===== config.mk =====
export PLATFORM = sky130hd
export DESIGN_NAME = uart_tx_arbiter
export DESIGN_NICKNAME = d
export VERILOG_FILES = /design/src/rtl/uart_tx_arbiter.sv
export SDC_FILE = /design/constraint.sdc
export NUM_CORES = 1
export LEC_CHECK = 0
export BUFFER_PORTS_ARGS = -buffer_cell sky130_fd_sc_hd__buf_2
export CAP_MARGIN = 20
export CORE_ASPECT_RATIO = 0.8
export CORE_MARGIN = 4
export CORE_UTILIZATION = 46
export CTS_CLUSTER_DIAMETER = 150
export CTS_CLUSTER_SIZE = 25
export DETAILED_ROUTE_END_ITERATION = 7
export PLACE_DENSITY = 0.79
export SYNTH_ARGS = -nofsm -noshare
export SYNTH_HDL_FRONTEND = slang
export SYNTH_SLANG_ARGS = --single-unit

===== constraint.sdc =====
create_clock -name i_clk -period 3.65 [get_ports i_clk]
set_input_delay 0.1825 -clock i_clk [delete_from_list [all_inputs] [get_ports i_clk]]
set_output_delay 0.1825 -clock i_clk [all_outputs]
set_load 0.01 [all_outputs]

===== src/rtl/uart_tx_arbiter.sv =====
// rtl/uart_tx_arbiter.sv - round-robin arbiter sharing one UART_TX serializer among N_REQ producers
//
// Purpose:
//   Grants one requester at a time, loads its byte into UART_TX with a one-cycle
//   write pulse, then holds until UART_TX reports the byte has left the line.
//   Grants rotate starting after the last owner, so every requester is served.
//
// Optional feature macro: UART_ARB_TIMEOUT_EN
//   When defined, a BUSY watchdog aborts a byte that never reports tx_done and
//   pulses o_err. When undefined, BUSY waits indefinitely and o_err is tied 0.
//
// Ports:
//   i_clk        system clock, rising edge
//   i_rst        asynchronous active-low reset
//   i_req        per-requester byte-pending flags
//   i_req_data   packed bytes, slice i = i_req_data[i*DATA_W +: DATA_W]
//   o_ack        1-cycle pulse to the winner: its byte has been captured
//   o_done       1-cycle pulse to the owner: its byte is fully sent
//   o_busy       high from grant until return to IDLE
//   o_owner      index of the current/last granted requester
//   o_tx_wr_en   1-cycle load strobe to UART_TX
//   o_tx_data    byte to UART_TX, held stable through BUSY
//   i_tx_done    TX_Done from UART_TX
//   o_err        1-cycle pulse on watchdog abort

module uart_tx_arbiter #(
  parameter int N_REQ          = 4,
  parameter int DATA_W         = 8,
  parameter int TIMEOUT_CYCLES = 8192,
  localparam int IDW           = $clog2(N_REQ)
) (
  input  logic                      i_clk,
  input  logic                      i_rst,
  input  logic [N_REQ-1:0]          i_req,
  input  logic [N_REQ*DATA_W-1:0]   i_req_data,
  output logic [N_REQ-1:0]          o_ack,
  output logic [N_REQ-1:0]          o_done,
  output logic                      o_busy,
  output logic [IDW-1:0]            o_owner,
  output logic                      o_tx_wr_en,
  output logic [DATA_W-1:0]         o_tx_data,
  input  logic                      i_tx_done,
  output logic                      o_err
);

  typedef enum logic [0:0] {
    S_IDLE = 1'b0,
    S_BUSY = 1'b1
  } state_t;

  state_t              r_state, w_state_nxt;
  logic [N_REQ-1:0]    r_ack, w_ack_nxt;
  logic [N_REQ-1:0]    r_done, w_done_nxt;
  logic                r_busy, w_busy_nxt;
  logic [IDW-1:0]      r_owner, w_owner_nxt;
  logic                r_tx_wr_en, w_tx_wr_en_nxt;
  logic [DATA_W-1:0]   r_tx_data, w_tx_data_nxt;

  logic [DATA_W-1:0]   w_slice [N_REQ];
  logic                w_found;
  logic [IDW-1:0]      w_win;

`ifdef UART_ARB_TIMEOUT_EN
  localparam int CW = (TIMEOUT_CYCLES > 2) ? $clog2(TIMEOUT_CYCLES) : 1;
  logic [CW-1:0]       r_cnt, w_cnt_nxt;
  logic                r_err, w_err_nxt;
`endif

  for (genvar g = 0; g < N_REQ; g++) begin : g_slice
    assign w_slice[g] = i_req_data[g*DATA_W +: DATA_W];
  end

  // Search starts one past the last owner and wraps, which gives the rotation.
  always_comb begin
    int s;
    w_found = 1'b0;
    w_win   = r_owner;
    for (int k = 1; k <= N_REQ; k++) begin
      s = int'(r_owner) + k;
      if (s >= N_REQ) s = s - N_REQ;
      if (!w_found && i_req[IDW'(s)]) begin
        w_found = 1'b1;
        w_win   = IDW'(s);
      end
    end
  end

  always_comb begin
    w_state_nxt    = r_state;
    w_ack_nxt      = '0;
    w_done_nxt     = '0;
    w_tx_wr_en_nxt = 1'b0;
    w_busy_nxt     = r_busy;
    w_owner_nxt    = r_owner;
    w_tx_data_nxt  = r_tx_data;
`ifdef UART_ARB_TIMEOUT_EN
    w_err_nxt      = 1'b0;
    w_cnt_nxt      = r_cnt;
`endif
    case (r_state)
      S_IDLE: begin
        if (w_found) begin
          w_tx_data_nxt      = w_slice[w_win];
          w_tx_wr_en_nxt     = 1'b1;
          w_ack_nxt[w_win]   = 1'b1;
          w_owner_nxt        = w_win;
          w_busy_nxt         = 1'b1;
          w_state_nxt        = S_BUSY;
`ifdef UART_ARB_TIMEOUT_EN
          w_cnt_nxt          = '0;
`endif
        end
      end
      S_BUSY: begin
`ifdef UART_ARB_TIMEOUT_EN
        w_cnt_nxt = r_cnt + 1'b1;
`endif
        // A tx_done seen while the load strobe is still out belongs to an
        // earlier frame, so it must not end this one.
        if (r_tx_wr_en) begin
          w_state_nxt = S_BUSY;
        end else if (i_tx_done) begin
          w_done_nxt[r_owner] = 1'b1;
          w_busy_nxt          = 1'b0;
          w_state_nxt         = S_IDLE;
        end
`ifdef UART_ARB_TIMEOUT_EN
        else if (r_cnt == CW'(TIMEOUT_CYCLES - 1)) begin
          w_err_nxt   = 1'b1;
          w_busy_nxt  = 1'b0;
          w_state_nxt = S_IDLE;
        end
`endif
      end
      default: begin
        w_busy_nxt  = 1'b0;
        w_state_nxt = S_IDLE;
      end
    endcase
  end

  always_ff @(posedge i_clk or negedge i_rst) begin
    if (!i_rst) begin
      r_state    <= S_IDLE;
      r_ack      <= '0;
      r_done     <= '0;
      r_busy     <= 1'b0;
      r_owner    <= IDW'(N_REQ - 1);
      r_tx_wr_en <= 1'b0;
      r_tx_data  <= '0;
`ifdef UART_ARB_TIMEOUT_EN
      r_cnt      <= '0;
      r_err      <= 1'b0;
`endif
    end else begin
      r_state    <= w_state_nxt;
      r_ack      <= w_ack_nxt;
      r_done     <= w_done_nxt;
      r_busy     <= w_busy_nxt;
      r_owner    <= w_owner_nxt;
      r_tx_wr_en <= w_tx_wr_en_nxt;
      r_tx_data  <= w_tx_data_nxt;
`ifdef UART_ARB_TIMEOUT_EN
      r_cnt      <= w_cnt_nxt;
      r_err      <= w_err_nxt;
`endif
    end
  end

  assign o_ack      = r_ack;
  assign o_done     = r_done;
  assign o_busy     = r_busy;
  assign o_owner    = r_owner;
  assign o_tx_wr_en = r_tx_wr_en;
  assign o_tx_data  = r_tx_data;
`ifdef UART_ARB_TIMEOUT_EN
  assign o_err      = r_err;
`else
  assign o_err      = 1'b0;
`endif

endmodule


==> impl_metrics.yaml <==
status:
  status: "finished, final reports clean"
logic_synthesis:
  syn_area_per_cell_sq_um: 10.4
  synth_cell_type_count: 35
  seq_area_frac_synth: 0.408
  syn_area_sq_um: 1290
  yosys_warnings: 0
  yosys_register_bits: 21
  syn_inst: 124
  synth_fp_nets: 167
global_route:
  grt_pass1_wl_um: 4720
  use_met1: 0.195
  grt_usage: 0.161
  busiest_layer: "met2"
  grt_overflow: 0
  met3_usage: 0.0487
  grt_max_degree: 22
  met2_usage: 0.282
  grt_pass1_vias: 1086
  antenna_found_initial: 0
detailed_routing:
  antenna_left: 0
  finalWirelength_um: 2980
  drcViolationCount: 0
  routedWlPerCell_um: 13.9
  drtIter0Drc: 50
  first_pass_iters: 6
  vias: 1104
  vias_per_cell: 5.16
sta:
  period_minus_slack_ns: 3.03
  final_max_slew_viol_count: 0
  period_share: 0.830
  rsz0062_at_grt: "false"
  worst_slew_pin_slew_ns: 0.620
  final.setup.worst_slack_ns: 0.619
  skew_ns: 0.00458
  finalSetupViolations: 0
  max_freq_ghz: 0.330
  relSlewSlack: 0.587
  finalSetupTns_ns: 0
  hold_viol_final: 0
critical_path:
  end_kind: "flip-flop"
  cp_cell_sequence: "inv_1 > ha_1 > mux2i_1 > inv_1 > o22ai_1 > a22oi_2 > buf_4 > mux2i_1 > o221ai_2"
  cp_slowest_cell: "dfstp_2"
  worst_ep_required_time_ns: 3.83
  critical_path.max_stage_delay_ns: 0.67
  critical_path_class: "reg2reg"
  cp_data_arrival_time_ns: 3.21
  worstPathMaxFanout: 12
  cp-start-kind: "flip-flop"
floorplan:
  die_h_um: 55.5
  start_util: 0.505
  placement_rows: 16
  die_w_um: 67.3
  core_sq_um: 2560
  dieArea_sq_um: 3730
  pin_count: 60
power:
  p_per_area_nw_per_um2: 727
  p_comb_frac: 0.579
  clkPwrFrac: 0.096
  internal_power_mw: 0.659
  switchingPower_mw: 0.505
  swShare: 0.434
  vdd.ir_drop.worst_v: 0.000341
  pwr-share-seq: 0.325
  power.leakage_nw: 0.873
  total_power_mw: 1.16
placed_design:
  io_buffers: 58
  pre_cts_ws_ns: 0.624
  place_area_sq_um: 1560
  hpwl_um: 2400
  dp.cells: 209
  place_congestion: 0.883
flow_run:
  max_cap_viol_count: 0
clocking:
  cts_resized: 0
  clock_latency_ns: 0.31
  h-tree-depth: 1
  cts_max_path_buffers: 2
  numCtsBuffers: 3
  clkTransAtPathRegs_ns: 0.11
  cts_setup_buffers: 0
  cts_num_sinks: 21
  cts_tree: "done"
  clockRootBuffer: "clkbuf_4"
layout:
  fin_area_sq_um: 1600
  layout_commonest_cell: "buf_2"
  instances_no_fill: 214
  area_growth_pct: 23.7
  n_antenna_cell: 0
  drive_gt1_frac: 0.427
  nets: 222
  mostFrequentLayoutCells: "buf_2, mux2i_1, dfrtp_1, nand2_1, nor2_1"
worst_hold_path:
  hold_path_class: "in2reg"
==> cell type report <==
type	instances	area (sq um)
inverter	8	30.0
fill	239	961
multi-input combinational	85	663
timing repair buffer	60	308
sequential	21	528
clock inverter	1	5.00
clock buffer	3	22.5
tap	36	45.0
==> flip-flops by register name (all words and copies together) (netlist names) <==
register,count
o_ack,4
o_done,4
r_state,1
o_busy,1
o_owner,2
o_tx_data,8
o_tx_wr_en,1
==> cell usage after synthesis <==
master,number,area [sq um]
clkbuf_1,1,3.75
buf_4,2,15.0
o221ai_1,1,8.76
nand4_1,1,6.26
o221ai_2,7,105
a31oi_1,2,12.5
buf_2,3,15.0
nor4_1,1,6.26
nand2b_1,1,6.26
nor2_1,10,37.5
o21ai_0,1,5.00
a21oi_1,3,15.0
o22ai_1,1,6.26
nand3_1,1,5.00
mux2_2,1,11.3
nor2b_1,2,12.5
dfstp_2,2,52.6
nand4b_1,1,8.76
or3b_1,1,8.76
a211o_1,1,8.76
o41ai_1,1,8.76
dfrtp_1,19,475
a211oi_1,2,15.0
buf_6,4,45.0
nor3b_1,1,7.51
mux2i_1,20,200
a22oi_1,2,15.0
nand2_1,11,41.3
ha_1,4,50.1
and2_1,4,25.0
nand3b_1,1,7.51
conb_1,1,3.75
inv_1,8,30.0
or2_2,2,12.5
a21boi_0,1,7.51
==> timing repair <==
action	CTS	global route
endpoints found under the setup margin	0	0
hold buffers	1	0
hold endpoints to repair	19	0
==> power by group through the flow <==
stage	sequential [mW]	combinational (mW)	clock, mW
2_1_floorplan	0.404	0.498	0
3_3_place_gp	0.379	0.652	0
3_5_place_dp	0.381	0.680	0
4_1_cts	0.379	0.681	0.112
5_1_grt	0.390	0.741	0.124
6_report	0.378	0.674	0.112
==> cells by family (layout without fill, tap and decap cells) <==
family / count (synthesis) / in the layout / share of synthesized area
fa+ha+maj: 4 / 4 / 0.0386
mux: 21 / 21 / 0.163
compound gates: 22 / 22 / 0.160
simple gates: 37 / 37 / 0.143
flops: 21 / 21 / 0.408
buf+inv: 18 / 72 / 0.0840
other cells: 1 / 1 / 0.00290
==> layer usage <==
layer	part of all wire	vias to the layer above
li1	-	540
met1	0.40	511
met2	0.51	49
met3	0.079	4
met4	0.0097	0
met5	0	-
==> critical path, delay by kind of cell, from the launching register on <==
kind / cells / cell delay (ns)
adders and majority gates: 1 / 0.51
muxes: 2 / 0.48
AOI/OAI and AO/OA: 3 / 0.69
buffers and inverters: 3 / 0.55
DFF: 1 / 0.67
==> final timing paths <==
| check | startpoint | to | slack (ns) | depth (start not counted) |
|---|---|---|---|---|
| setup / recovery | o_owner[0]$_DFFE_PN1P_ | o_tx_data[0]$_DFFE_PN0P_ | 0.62 | 9 |
| hold / removal | i_req_data[10] | o_tx_data[2]$_DFFE_PN0P_ | 0.19 | 3 |
| setup reg to reg | o_owner[0]$_DFFE_PN1P_ | o_tx_data[0]$_DFFE_PN0P_ | 0.62 | 9 |
| hold reg to reg | o_tx_data[6]$_DFFE_PN0P_ | o_tx_data[6]$_DFFE_PN0P_ | 0.50 | 2 |
| max in group asynchronous | i_rst | o_owner[0]$_DFFE_PN1P_ | 2.96 | 2 |
| min in group asynchronous | i_rst | o_done[3]$_DFF_PN0_ | 0.34 | 2 |
==> per-stage QoR <==
stage	util	hold slack (ns)
6_report	0.625	0.193
5_1_grt	0.625	0.191
4_1_cts	0.625	0.191
3_5_place_dp	0.610	0.159
3_3_place_gp	0.610	0.147
2_1_floorplan	-	-0.113
(Power assumes the default switching activity.)
